**config.mk**
```make
export PLATFORM = sky130hd
export DESIGN_NAME = matc_writeback_flat
export DESIGN_NICKNAME = d
export VERILOG_FILES = /design/src/rtl/matc_writeback_pkg.sv /design/src/rtl/matc_writeback_if.sv /design/src/rtl/matc_writeback_block_fifo.sv /design/src/rtl/matc_writeback.sv /design/src/flat_wrapper.sv
export SDC_FILE = /design/constraint.sdc
export NUM_CORES = 1
export LEC_CHECK = 0
export CAP_MARGIN = 20
export CORE_ASPECT_RATIO = 1.4
export CORE_MARGIN = 1
export CORE_UTILIZATION = 32
export DETAILED_ROUTE_END_ITERATION = 16
export PLACE_DENSITY = 0.62
export SLEW_MARGIN = 40
export SYNTH_ARGS = -nofsm -noshare
export SYNTH_HDL_FRONTEND = slang
export SYNTH_SLANG_ARGS = --single-unit
```
**constraint.sdc**
```tcl
create_clock -name clk -period 6.55 [get_ports clk]
set_clock_uncertainty 0.05 [all_clocks]
set_input_delay 0.9825 -clock clk [delete_from_list [all_inputs] [get_ports clk]]
set_output_delay 0.9825 -clock clk [all_outputs]
set_load 0.005 [all_outputs]
```
**src/rtl/matc_writeback_pkg.sv**
```systemverilog
// Shared matmul definitions for the matrix C writeback path: state
// encoding, default result-matrix geometry and a block-count helper.
package matc_writeback_pkg;

    localparam int ROW_SIZE_MAT_C = 16;
    localparam int COL_SIZE_MAT_C = 10;
    localparam int BLOCK_SIZE_C   = 2;
    localparam int TOTAL_BLOCKS   = (ROW_SIZE_MAT_C / BLOCK_SIZE_C) * (COL_SIZE_MAT_C / BLOCK_SIZE_C);

    typedef enum logic [1:0] {
        ST_IDLE = 2'd0,
        ST_RUN  = 2'd1,
        ST_DONE = 2'd2
    } wb_state_t;

    // Number of systolic blocks along one matrix dimension.
    function automatic int blocks_along(input int elems, input int block_size);
        return elems / block_size;
    endfunction

endpackage

```
**src/rtl/matc_writeback_if.sv**
```systemverilog
// Result-block input stream and C-memory write bus. The master modport is
// the writeback engine; the slave modport is its surrounding environment.
interface matc_writeback_if #(
    parameter int DATA_WIDTH = 64,
    parameter int ADDR_WIDTH = 16
);
    logic                  in_valid;
    logic                  in_ready;
    logic [DATA_WIDTH-1:0] in_data;
    logic                  wr_valid;
    logic                  wr_ready;
    logic [ADDR_WIDTH-1:0] wr_addr;
    logic [DATA_WIDTH-1:0] wr_data;

    modport master (
        input  in_valid, in_data, wr_ready,
        output in_ready, wr_valid, wr_addr, wr_data
    );

    modport slave (
        output in_valid, in_data, wr_ready,
        input  in_ready, wr_valid, wr_addr, wr_data
    );
endinterface

```
**src/rtl/matc_writeback_block_fifo.sv**
```systemverilog
// Synchronous result-block FIFO with a combinational head and full/empty
// flags. A push while full is refused even if a pop happens that cycle.
module block_fifo #(
    parameter int DATA_WIDTH = 64,
    parameter int DEPTH      = 4
) (
    input  logic                  clk,
    input  logic                  rst,
    input  logic                  clr,
    input  logic                  push,
    input  logic                  pop,
    input  logic [DATA_WIDTH-1:0] wdata,
    output logic [DATA_WIDTH-1:0] rdata,
    output logic                  full,
    output logic                  empty
);
    localparam int PTR_W = (DEPTH > 1) ? $clog2(DEPTH) : 1;

    logic [DATA_WIDTH-1:0] mem [DEPTH];
    logic [PTR_W-1:0]      rd_ptr;
    logic [PTR_W-1:0]      wr_ptr;
    logic [PTR_W:0]        count;
    logic                  do_push;
    logic                  do_pop;

    assign full    = (count == (PTR_W+1)'(DEPTH));
    assign empty   = (count == '0);
    assign rdata   = mem[rd_ptr];
    assign do_push = push && !full;
    assign do_pop  = pop && !empty;

    // Pointer and occupancy bookkeeping; pointers wrap naturally at DEPTH.
    always_ff @(posedge clk) begin
        if (rst || clr) begin
            rd_ptr <= '0;
            wr_ptr <= '0;
            count  <= '0;
        end else begin
            if (do_push) wr_ptr <= wr_ptr + PTR_W'(1);
            if (do_pop)  rd_ptr <= rd_ptr + PTR_W'(1);
            count <= count + {{PTR_W{1'b0}}, do_push} - {{PTR_W{1'b0}}, do_pop};
        end
    end

    // Storage array, written only on an accepted push.
    always_ff @(posedge clk) begin
        if (do_push && !(rst || clr)) mem[wr_ptr] <= wdata;
    end

endmodule

```
**src/rtl/matc_writeback.sv**
```systemverilog
// Matrix C writeback engine: buffers result blocks from the systolic array
// and writes them to C memory in row-major block order, one address per block.
module matc_writeback
    import matc_writeback_pkg::*;
#(
    parameter int WIDTH          = 16,
    parameter int CHUNK_SIZE     = 4,
    parameter int BLOCK_SIZE     = 2,
    parameter int ROW_SIZE_MAT_A = 16,
    parameter int COL_SIZE_MAT_B = 10,
    parameter int FIFO_DEPTH     = 4,
    parameter int ADDR_WIDTH     = 16
) (
    input  logic clk,
    input  logic rst,
    input  logic start,
    matc_writeback_if.master bus,
    output logic busy,
    output logic done,
    output logic overflow_err
);
    localparam int BLK_ROWS = blocks_along(ROW_SIZE_MAT_A, BLOCK_SIZE);
    localparam int BLK_COLS = blocks_along(COL_SIZE_MAT_B, BLOCK_SIZE);

    wb_state_t                     state;
    logic [ADDR_WIDTH-1:0]         blk_row;
    logic [ADDR_WIDTH-1:0]         blk_col;
    logic [WIDTH*CHUNK_SIZE-1:0]   fifo_head;
    logic                          fifo_full;
    logic                          fifo_empty;
    logic                          start_accept;
    logic                          push;
    logic                          pop;
    logic                          last_blk;
    logic                          last_col;

    assign start_accept = start && (state != ST_RUN);
    assign bus.in_ready = (state == ST_RUN) && !fifo_full;
    assign push         = bus.in_valid && bus.in_ready;
    assign bus.wr_valid = (state == ST_RUN) && !fifo_empty;
    assign bus.wr_data  = fifo_head;
    assign pop          = bus.wr_valid && bus.wr_ready;
    assign bus.wr_addr  = blk_row * ADDR_WIDTH'(BLOCK_SIZE * COL_SIZE_MAT_B)
                        + blk_col * ADDR_WIDTH'(BLOCK_SIZE);
    assign last_col     = (blk_col == ADDR_WIDTH'(BLK_COLS - 1));
    assign last_blk     = last_col && (blk_row == ADDR_WIDTH'(BLK_ROWS - 1));

    block_fifo #(
        .DATA_WIDTH (WIDTH * CHUNK_SIZE),
        .DEPTH      (FIFO_DEPTH)
    ) u_block_fifo (
        .clk   (clk),
        .rst   (rst),
        .clr   (start_accept),
        .push  (push),
        .pop   (pop),
        .wdata (bus.in_data),
        .rdata (fifo_head),
        .full  (fifo_full),
        .empty (fifo_empty)
    );

    // Pass control: state, block position, and the registered status flags.
    always_ff @(posedge clk) begin
        if (rst) begin
            state        <= ST_IDLE;
            blk_row      <= '0;
            blk_col      <= '0;
            busy         <= 1'b0;
            done         <= 1'b0;
            overflow_err <= 1'b0;
        end else begin
            case (state)
                ST_IDLE, ST_DONE: begin
                    if (start) begin
                        state        <= ST_RUN;
                        blk_row      <= '0;
                        blk_col      <= '0;
                        busy         <= 1'b1;
                        done         <= 1'b0;
                        overflow_err <= 1'b0;
                    end
                end
                ST_RUN: begin
                    if (bus.in_valid && !bus.in_ready) overflow_err <= 1'b1;
                    if (pop) begin
                        if (last_blk) begin
                            state <= ST_DONE;
                            busy  <= 1'b0;
                            done  <= 1'b1;
                        end else if (last_col) begin
                            blk_col <= '0;
                            blk_row <= blk_row + ADDR_WIDTH'(1);
                        end else begin
                            blk_col <= blk_col + ADDR_WIDTH'(1);
                        end
                    end
                end
                default: state <= ST_IDLE;
            endcase
        end
    end

endmodule

```
**src/flat_wrapper.sv**
```systemverilog
// flat-port wrapper written by rule: the top's interface ports become plain ports
module matc_writeback_flat import matc_writeback_pkg::*;
#(
    parameter int WIDTH          = 16,
    parameter int CHUNK_SIZE     = 4,
    parameter int BLOCK_SIZE     = 2,
    parameter int ROW_SIZE_MAT_A = 16,
    parameter int COL_SIZE_MAT_B = 10,
    parameter int FIFO_DEPTH     = 4,
    parameter int ADDR_WIDTH     = 16
)
  (clk, rst, start, busy, done, overflow_err, bus_in_valid, bus_in_data, bus_wr_ready, bus_in_ready, bus_wr_valid, bus_wr_addr, bus_wr_data);
  matc_writeback_if #(.DATA_WIDTH((64)), .ADDR_WIDTH(ADDR_WIDTH)) bus_i ();
  input  logic clk;
  input  logic rst;
  input  logic start;
  output logic busy;
  output logic done;
  output logic overflow_err;
  input wire logic [$bits(bus_i.in_valid)-1:0] bus_in_valid;
  input wire logic [$bits(bus_i.in_data)-1:0] bus_in_data;
  input wire logic [$bits(bus_i.wr_ready)-1:0] bus_wr_ready;
  output wire logic [$bits(bus_i.in_ready)-1:0] bus_in_ready;
  output wire logic [$bits(bus_i.wr_valid)-1:0] bus_wr_valid;
  output wire logic [$bits(bus_i.wr_addr)-1:0] bus_wr_addr;
  output wire logic [$bits(bus_i.wr_data)-1:0] bus_wr_data;
  assign bus_i.in_valid = bus_in_valid;
  assign bus_i.in_data = bus_in_data;
  assign bus_i.wr_ready = bus_wr_ready;
  assign bus_in_ready = bus_i.in_ready;
  assign bus_wr_valid = bus_i.wr_valid;
  assign bus_wr_addr = bus_i.wr_addr;
  assign bus_wr_data = bus_i.wr_data;
  matc_writeback #(.WIDTH(WIDTH), .CHUNK_SIZE(CHUNK_SIZE), .BLOCK_SIZE(BLOCK_SIZE), .ROW_SIZE_MAT_A(ROW_SIZE_MAT_A), .COL_SIZE_MAT_B(COL_SIZE_MAT_B), .FIFO_DEPTH(FIFO_DEPTH), .ADDR_WIDTH(ADDR_WIDTH)) u_core (.clk(clk), .rst(rst), .start(start), .bus(bus_i), .busy(busy), .done(done), .overflow_err(overflow_err));
endmodule
```
### Word level (Yosys, flattened, before mapping)

Memories as Yosys holds them, arrays and structs flattened. A register that Yosys moved wholly into a read port is not among the register bits.
Index checks and enable logic that the tools add are counted.

| storage, ports and cells | value |
|---|---|
| register bits | 44 |
| latch bits | 0 |
| bits in writable memories | 256 |
| ROM bits | 0 |
| input port bits | 69 |
| output and inout port bits | 85 |
| memories | 1 |

Memories:

| name | depth | width | rd ports | clocked after memory_dff | wr ports | RTL line | RTL |
|---|---|---|---|---|---|---|---|
| u_core.u_block_fifo.mem | 4 | 64 | 1 | 1 | 1 | matc_writeback_block_fifo.sv:19 | `logic [DATA_WIDTH-1:0] mem [DEPTH];` |

| operators by class | value |
|---|---|
| add/sub/neg operators | 7 |
| multipliers | 1 |
| div/mod/pow operators | 0 |
| order comparisons | 0 |
| eq/ne operators | 12 |
| shift operators | 0 |
| multiplexer cells | 27 |
| bitwise operators | 0 |
| reductions and logical operators | 24 |

Operator list:

| cell | count |
|---|---|
| 16-bit two-way mux | 7 |
| 16-bit case mux with 2 select lines | 2 |
| 16-bit by 1-bit adder with 16-bit output, second input constant | 2 |
| 16-bit by 3-bit == test with 1-bit output, second input constant | 2 |
| 16-bit adder | 1 |
| 16-bit by 3-bit multiplier with 14-bit output, second input constant | 1 |
| 1-bit logical AND | 10 |
| 2-bit two-way mux | 5 |
| 1-bit two-way mux | 9 |
| 2-bit != test, second input constant | 4 |
| 4-bit AND reduction | 2 |
| 2-bit by 1-bit != test with 1-bit output, second input constant | 3 |
| 1-bit case mux with 2 select lines | 3 |
| 3-bit AND reduction | 2 |
| 5-bit AND reduction | 1 |
| 2-bit by 1-bit adder with 2-bit output, second input constant | 2 |
| 1-bit zero test | 4 |
| 2-bit case mux with 2 select lines | 1 |
| 3-bit by 1-bit adder with 3-bit output | 1 |
| 3-bit == test, second input constant | 1 |
| 3-bit zero test | 1 |
| 3-bit by 1-bit subtractor with 3-bit output | 1 |
| 2-bit by 1-bit == test with 1-bit output, second input constant | 1 |
| 2-bit == test, second input constant | 1 |
| 4 further kinds | 4 |

### Depth between registers and ports, before layout

Gate-level depths: netlist of run 1.

| depth | value |
|---|---|
| depth in word-level cells | 8 |
| mapped depth | 16 |
| gate-level depth less buffers | 16 |

### Modules after synthesis

A second synthesis of run 1 with hierarchy kept.

| unflattened totals | value |
|---|---|
| cell total of the unflattened synthesis | 790 |
| area, all modules | 13026.2 um^2 |

Modules (own cells, without submodules):

| module | instances | cells an instance | area each (um^2) | seq. area each (um^2) |
|---|---|---|---|---|
| block_fifo | 1 | 384 | 9791.9 | 7867.5 |
| matc_writeback | 1 | 406 | 3234.4 | 740.7 |

### Worst setup path before layout of run 1

No wires, ideal clock.

| timing path | value |
|---|---|
| path kind | flip-flop to output port |
| start | reg u_core.blk_row[1] |
| end | out bus_wr_addr[15] |
| data arrival time | 2.985 ns |
| slack | 2.532 ns |
| stages on the path, launching flop included | 17 |
| cell sequence | dfxtp_1 > ha_1 > ha_1 > inv_1 > fa_1 > nor2b_1 > o21ai_0 > a21oi_1 > nor2_1 > xnor2_1 > ha_1 > nand2_1 > o21ai_0 > nor3_1 > a21oi_1 > xnor2_1 > xnor2_1 |

| on the way | value |
|---|---|
| cells in the longest elaborated chain, start to end | 2 |

RTL lines:

| what | RTL line | RTL |
|---|---|---|
| from (decl) | matc_writeback.sv:26 | `logic [ADDR_WIDTH-1:0] blk_row;` |
| from (signal assigned) | matc_writeback.sv:93 | `blk_row <= blk_row + ADDR_WIDTH'(1);` |
| 16-bit by 3-bit multiplier with 14-bit output | matc_writeback.sv:43 | `assign bus.wr_addr = blk_row * ADDR_WIDTH'(BLOCK_SIZE * COL_SIZE_MAT_B)` |
| 16-bit adder | matc_writeback.sv:44 | `+ blk_col * ADDR_WIDTH'(BLOCK_SIZE);` |
| to (decl) | flat_wrapper.sv:25 | `output wire logic [$bits(bus_i.wr_addr)-1:0] bus_wr_addr;` |

No other way between the ends.

### Final worst setup path of run 1

| timing path | value |
|---|---|
| start | reg u_core.blk_row[4] |
| end | out bus_wr_addr[15] |

The elaborated chain is that of the path after synthesis.

==> impl_metrics.json, run 1 <==
{
  "clockBufferDepth": 3,
  "start_util_pct": 32.4,
  "post-route-min-period_ps": 5500,
  "sw_frac_of_total_pct": 20.0,
  "unrepaired_setup_endpoints_after_global_routing": "no",
  "core_area_sq_um": 39400,
  "cts_tree": "done",
  "pwr-share-clk_pct": 42.6,
  "critical_path.endpoint_type": "output pin",
  "dr_total_vias": 7244,
  "die_w_microns": 171,
  "reg2reg_from": "u_core.state[0]$_SDFFE_PP0P_",
  "layout-drive-gt1-share_pct": 14.0,
  "synth_top_area_share_pct": 60.2,
  "gp_routability_congestion": 0.805,
  "post_synth_inst_count": 775,
  "portion_of_total_power_attributed_to_sequential_cells_pct": 53.5,
  "worst_ep_arrival_ps": 4470,
  "mostFrequentLayoutCells": "256 x edfxtp_1, 152 x clkdlybuf4s50_1, 64 x mux4_2",
  "areaGrowthSynthToFinish_pct": 24.5,
  "grt_pass1_wl_microns": 42400,
  "final_cell_count_no_fill": 1491,
  "timing.setup.tns_ps": 0,
  "finish.utilization_pct": 40.4,
  "grt_util_all_layers_pct": 13.6,
  "syn_avg_cell_area_sq_um": 16.5,
  "drt_first_iter_violations": 470,
  "timing.hold.worst.class": "flop to flop",
  "path_cells": "ha_1 > ha_1 > a21o_1 > a21oi_1 > o21ai_0 > nor2_1 > xnor2_1 > ha_1 > a21oi_1 > o21ai_0 > nor3_1 > a21oi_1 > xnor2_1 > xnor2_1 > clkdlybuf4s50_1",
  "totalPowerFinal_uw": 3930,
  "netSwitchingPower_uw": 784,
  "yosys-top-cells-area": "edfxtp_1 60%, mux4_2 11%, dfxtp_1 7.2%",
  "worstSetupPathType": "flop to output pin",
  "post_cts_hold_buffer_count": 0,
  "synth.net_count": 890,
  "timing_max_transition_violations_final": 0,
  "cts.sink_count": 302,
  "max_clock_freq_mhz": 182,
  "drt_first_pass_iters": 4,
  "wl_per_cell_microns": 18.5,
  "grt_max_degree": 52,
  "design.die.area_sq_um": 40700,
  "crit_fanout": 13,
  "timing.critical_path.to": "bus_wr_addr[15]",
  "period_share_pct": 84.0,
  "cts_htree_levels": 1,
  "antenna_left": 0,
  "setup-violations-final": 0,
  "outcome": "finished, final reports clean",
  "synthFlopType": "edfxtp_1",
  "setup.worst_path.start_class": "flop",
  "p_int_uw": 3140,
  "finalNetCount": 1057,
  "cts_inserted_buffers": 29,
  "post_cts_buffers": 0,
  "regToRegSetupSlack_ps": 3570,
  "synth_largest_area_cell": "edfxtp_1",
  "ioPinCount": 154,
  "worst-endpoint-required_ps": 5520,
  "power_per_cell_area_nw_per_um2": 247,
  "tightest_slew_ps": 834,
  "cp.buffers_inverters": 1,
  "ys.warnings.count": 0,
  "synth-seq-area-share_pct": 67.4,
  "p_leak_uw": 0.00514,
  "maxCapViolations": 0,
  "remaining_overflow_grt": 0,
  "hpwlAfterDp_microns": 18100,
  "synth_seq_cells": 302,
  "layout.cells.most_common": "edfxtp_1",
  "crit_family": "compound AO/OA/AOI/OAI gates",
  "cp_slowest_cell": "dfxtp_1",
  "fp.dieH_microns": 238,
  "clkTransAtPathRegs_ps": 70,
  "ir_drop_v": 0.000135,
  "antenna_found_initial": 3,
  "clock_insertion_delay_worst_skew_ps": 550,
  "num_rows": 86,
  "io_buffers": 152,
  "critical_path_depth_in_cells": 15,
  "place_inst": 1439,
  "post_cts_sizing": 0,
  "post_synth_instance_area_sq_um": 12800,
  "synth-async-reset-ratio_pct": 0,
  "regToRegEndpoint": "u_core.u_block_fifo.mem[3][20]$_DFFE_PP_",
  "hold_viol": 0,
  "worstSetupStartpoint": "u_core.blk_row[4]$_SDFFE_PP0P_",
  "via_per_inst": 4.86,
  "route.detailed.drc": 0,
  "relSlewSlack_pct": 44.4,
  "first_global_vias": 7483,
  "reg2reg_depth": 6,
  "cts.root.buffer_cell": "clkbuf_16",
  "share_comb_of_total_power_pct": 3.9,
  "final_wl_microns": 27600,
  "post_synth_num_cell_types": 57,
  "critical_path.max_stage_delay_ps": 550,
  "synth_edf_count": 256
}
## worst register-to-register path: stages, from the launching register on
cell and delay [ps]:
dfxtp_1 390, nor2b_1 150, buf_4 160, nand2_1 60
nor2_1 380, and3_2 710, buf_4 660
## power groups by stage
stage	registers (uW)	clock network (uW)	logic, uW
after floorplan	2140	0	56.2
after global placement	2140	0	149
after detailed placement	2140	0	154
after CTS	2100	1730	155
after global routing	2100	1800	165
final	2100	1670	152
## flip-flops by register name (all words and copies together), names as in the netlist, named ones only
signal,flops
u_core.blk_row,16
u_core.busy,1
u_core.blk_col,16
u_core.u_block_fifo.count,3
u_core.state,2
u_core.u_block_fifo.wr_ptr,2
u_core.u_block_fifo.mem,256
u_core.u_block_fifo.rd_ptr,2
u_core.overflow_err,1
u_core.done,1
## cell usage after synthesis, types with 5 or more instances
| cell | number |
|---|---|
| edfxtp_1 | 256 |
| mux4_2 | 64 |
| dfxtp_1 | 46 |
| a21oi_1 | 44 |
| ha_1 | 43 |
| nor2_1 | 41 |
| xnor2_1 | 34 |
| nand2_1 | 28 |
| o21ai_0 | 24 |
| inv_1 | 22 |
| clkbuf_1 | 14 |
| nand3_1 | 13 |
| buf_2 | 9 |
| and3_1 | 8 |
| nand2b_1 | 8 |
| or4_1 | 8 |
| a21o_1 | 7 |
| nor3_1 | 7 |
| a211oi_1 | 6 |
| a31oi_1 | 6 |
| and4_1 | 6 |
| nand4_1 | 6 |
| nor2b_1 | 5 |
| nor3b_1 | 5 |
| nor4_1 | 5 |
## worst min path at each step
stage	end	cells after the start	slack (ps)	start
floorplan	u_core.state[1]$_SDFFE_PP0P_	2	390	u_core.state[1]$_SDFFE_PP0P_
global placement	u_core.state[1]$_SDFFE_PP0P_	2	410	u_core.state[1]$_SDFFE_PP0P_
detailed placement	u_core.done$_SDFFE_PP0P_	2	410	u_core.done$_SDFFE_PP0P_
CTS	u_core.state[1]$_SDFFE_PP0P_	2	420	u_core.state[1]$_SDFFE_PP0P_
global route	u_core.state[1]$_SDFFE_PP0P_	2	450	u_core.state[1]$_SDFFE_PP0P_
finish	u_core.state[1]$_SDFFE_PP0P_	2	420	u_core.state[1]$_SDFFE_PP0P_
## per-stage QoR
step	instance area, sq um	hold WS (ps)	setup WS (ps)
floorplan	12800	395	2530
global placement	14900	407	1670
detailed placement	15000	412	1620
CTS	15900	422	992
global route	15900	449	591
finish	15900	420	1050
## final cells by class
cell class,count,area [sq um]
Multi-Input combinational cell,421,3950
Clock buffer,32,737
Antenna cell,1,2.50
Fill cell,3647,23500
Tap cell,528,661
Sequential cell,302,8610
Clock inverter,19,208
Timing Repair Buffer,166,1650
Inverter,22,82.6
## per-layer routing
metal / wire, microns / vias up / part of all wire, % / global-route usage, %
li1: - / 3414 / - / -
met1: 11000 / 3585 / 40 / 16.0
met2: 14000 / 191 / 51 / 24.1
met3: 1830 / 50 / 6.6 / 3.02
met4: 722 / 4 / 2.6 / 4.68
met5: 19 / - / 0.069 / 0
## logic make-up (layout without fill, tap and decap cells)
logic type               count (synthesis)  after routing  share of synthesized area [%]
AND/OR/NAND/NOR                        159            159                           6.79
XOR/XNOR                                38             38                           2.61
flip-flops                             302            302                           67.4
AO/OA/AOI/OAI                          112            112                           5.42
other                                    1              2                         0.0294
multiplexers                            65             65                           11.4
buffers and inverters                   52            239                           1.70
adder cells (fa/ha/maj)                 46             46                           4.68
Note: power is estimated with default switching activity, not from simulation.
==> inputs of run 2 (changes only) <==
--- a/config.mk
+++ b/config.mk
@@ -10,7 +10,7 @@
 export CORE_MARGIN = 1
 export CORE_UTILIZATION = 32
 export DETAILED_ROUTE_END_ITERATION = 16
-export PLACE_DENSITY = 0.62
+export PLACE_DENSITY = 0.64
 export SLEW_MARGIN = 40
 export SYNTH_ARGS = -nofsm -noshare
 export SYNTH_HDL_FRONTEND = slang
==> constraint.sdc (replaced) <==
create_clock -name clk -period 4.96 [get_ports clk]
set_clock_uncertainty 0.05 [all_clocks]
set_input_delay 0.744 -clock clk [delete_from_list [all_inputs] [get_ports clk]]
set_output_delay 0.744 -clock clk [all_outputs]
set_load 0.005 [all_outputs]
==> run 2 against run 1 <==
  * Routed wire length increased by 0.29%
  * Register-to-register slack got worse by 1400 ps
  * Critical endpoint is now bus_wr_addr[13]
  * Largest cell class unchanged
  * Core utilization grew 0.28 points
  * Non-clock buffer count increased by 7
  * Global-route usage about the same
  * Cell count rose by 0.34%
  * Worst hold slack lost 3.4 ps
  * Final area up 0.68%
  * Critical path depth is 1 higher
  * Flip-flop and latch count is the same
  * Setup slack got worse by 840 ps
==> impl_metrics.json, run 2 (synthesized netlist as in run 1, its figures left out) <==
{
  "outcome": "finished, final reports clean",
  "cts_tree": "done",
  "via_per_inst": 4.91,
  "setup-violations-final": 0,
  "layout-drive-gt1-share_pct": 15.6,
  "p_leak_uw": 0.00519,
  "max_clock_freq_mhz": 211,
  "hpwlAfterDp_microns": 18000,
  "post-route-min-period_ps": 4750,
  "remaining_overflow_grt": 0,
  "largest_register_ffs": 256,
  "antenna_found_initial": 2,
  "drt_first_iter_violations": 379,
  "layout.cells.most_common": "edfxtp_1",
  "mostFrequentLayoutCells": "256 x edfxtp_1, 150 x clkdlybuf4s50_1, 64 x mux4_2",
  "first_global_vias": 7688,
  "period_share_pct": 95.7,
  "maxCapViolations": 0,
  "post_cts_hold_buffer_count": 0,
  "grt_pass1_wl_microns": 42300,
  "largest-register": "u_core.u_block_fifo.mem",
  "setup.worst_path.start_class": "flop",
  "clkTransAtPathRegs_ps": 60,
  "dr_total_vias": 7344,
  "n_fill_cell": 3625,
  "die_w_microns": 171,
  "combined_area_of_the_multi_input_logic_cells_sq_um": 3990,
  "dpl-instance-area_sq_um": 15000,
  "design_area_sq_um": 16000,
  "cts.root.buffer_cell": "clkbuf_16",
  "antenna_left": 0,
  "ir_drop_v": 0.000216,
  "relSlewSlack_pct": 54.6,
  "core_area_sq_um": 39400,
  "cp_slowest_cell": "clkdlybuf4s50_1",
  "cts.sink_count": 302,
  "wl_per_cell_microns": 18.5,
  "tightest_slew_ps": 681,
  "crit_family": "adder cells",
  "hold_viol": 0,
  "path_cells": "ha_1 > ha_1 > inv_1 > fa_1 > nor2b_1 > o21ai_1 > a21oi_2 > nor2_1 > xnor2_1 > ha_1 > nand4_1 > a21oi_2 > o41ai_2 > nand2b_1 > xor2_1 > clkdlybuf4s50_1",
  "ioPinCount": 154,
  "timing.hold.worst.class": "flop to flop",
  "worst_ep_arrival_ps": 3950,
  "design.die.area_sq_um": 40700,
  "register_area_sq_um": 8620,
  "cts_htree_levels": 1,
  "num_rows": 86,
  "cp.buffers_inverters": 2,
  "grt_util_all_layers_pct": 13.5,
  "crit_fanout": 7,
  "io_buffers": 152,
  "critical_path.max_stage_delay_ps": 520,
  "final_wl_microns": 27700,
  "start_util_pct": 32.4,
  "drt_first_pass_iters": 5,
  "finalNetCount": 1065,
  "areaGrowthSynthToFinish_pct": 25.4,
  "reg.largest.list": "u_core.u_block_fifo.mem x256, u_core.blk_col x16, u_core.blk_row x16",
  "timing_max_transition_violations_final": 0,
  "clock_insertion_delay_worst_skew_ps": 550,
  "critical_path.endpoint_type": "output pin",
  "clockBufferDepth": 3,
  "worstSetupPathType": "flop to output pin",
  "cts_inserted_buffers": 30,
  "fp.dieH_microns": 238,
  "route.detailed.drc": 0,
  "worst-endpoint-required_ps": 4170,
  "grt_max_degree": 38,
  "power_per_cell_area_nw_per_um2": 321,
  "gp_routability_congestion": 0.790,
  "timing.critical_path.mode_cell": "ha_1",
  "timing.setup.tns_ps": 0
}
run 2: final cells by class:
class                           instances  share of cell area (%)
Clock buffer                           34                    4.91
Sequential cell                       302                    53.8
Tap cell                              528                    4.13
Antenna cell                            1                  0.0156
Multi-Input combinational cell        421                    24.9
Inverter                               22                   0.516
Timing Repair Buffer                  173                    10.8
Clock inverter                         15                   0.867
run 2: metrics by stage:
stage / total power [uW] / hold slack [ps] / std cells / util (%) / setup slack (ps)
after global placement: 3030 / 409 / 1439 / 38.0 / 356
after global routing: 5310 / 457 / 1496 / 40.7 / -3.90
after floorplan: 2900 / 395 / 775 / - / 1180
after CTS: 5210 / 424 / 1492 / 40.5 / 50.1
final: 5140 / 416 / 1496 / 40.7 / 211
after detailed placement: 3030 / 415 / 1441 / 38.1 / 289
run 2: path summary, 6_finish.rpt:
path	end	depth (start not counted)	from	slack, ps
worst max-delay path	bus_wr_addr[13]	16	u_core.blk_row[1]$_SDFFE_PP0P_	210
worst min-delay path	u_core.state[1]$_SDFFE_PP0P_	2	u_core.state[1]$_SDFFE_PP0P_	420
worst max register to register	u_core.blk_col[7]$_SDFFE_PP0P_	8	u_core.blk_col[0]$_SDFFE_PP0P_	2150
worst min register to register	u_core.state[1]$_SDFFE_PP0P_	2	u_core.state[1]$_SDFFE_PP0P_	420
run 2: report_power, final:
group          internal (uW)  switching (uW)
clock                   1230             926
combinational            107            96.3
sequential              2770            8.32
run 2: worst reg2reg max path: cells and delay by family (launching register included):
| family | cells | cell delay [ps] |
|---|---|---|
| compound gates | 3 | 1180 |
| simple gates | 2 | 580 |
| buf+inv | 2 | 420 |
| flops | 1 | 340 |
| fa+ha+maj | 1 | 160 |
run 2: what timing repair did:
item	4_1_cts	5_1_grt
setup endpoints to repair	3	4
hold endpoints to repair	0	0
gates resized for setup	7	9
setup buffers	2	2
pin swaps	4	4
gates cloned	0	0
run 2: metal layers:
| layer | wire, microns | share of wire, % | up-vias | GRT usage (%) |
|---|---|---|---|---|
| met4 | 998 | 3.6 | 2 | 5.55 |
| met3 | 1640 | 5.9 | 61 | 2.85 |
| met1 | 10800 | 39 | 3657 | 14.9 |
| met5 | 17 | 0.061 | - | 0 |
| li1 | - | - | 3424 | - |
| met2 | 14200 | 51 | 200 | 25.0 |
==> inputs of run 3 (changes only) <==
--- a/config.mk
+++ b/config.mk
@@ -10,6 +10,7 @@
 export CORE_MARGIN = 1
 export CORE_UTILIZATION = 32
 export DETAILED_ROUTE_END_ITERATION = 16
+export HOLD_SLACK_MARGIN = 0.12
 export PLACE_DENSITY = 0.64
 export SLEW_MARGIN = 40
 export SYNTH_ARGS = -nofsm -noshare
==> results of run 3 <==
Final layout, timing and power as in run 2 (identical DEF).
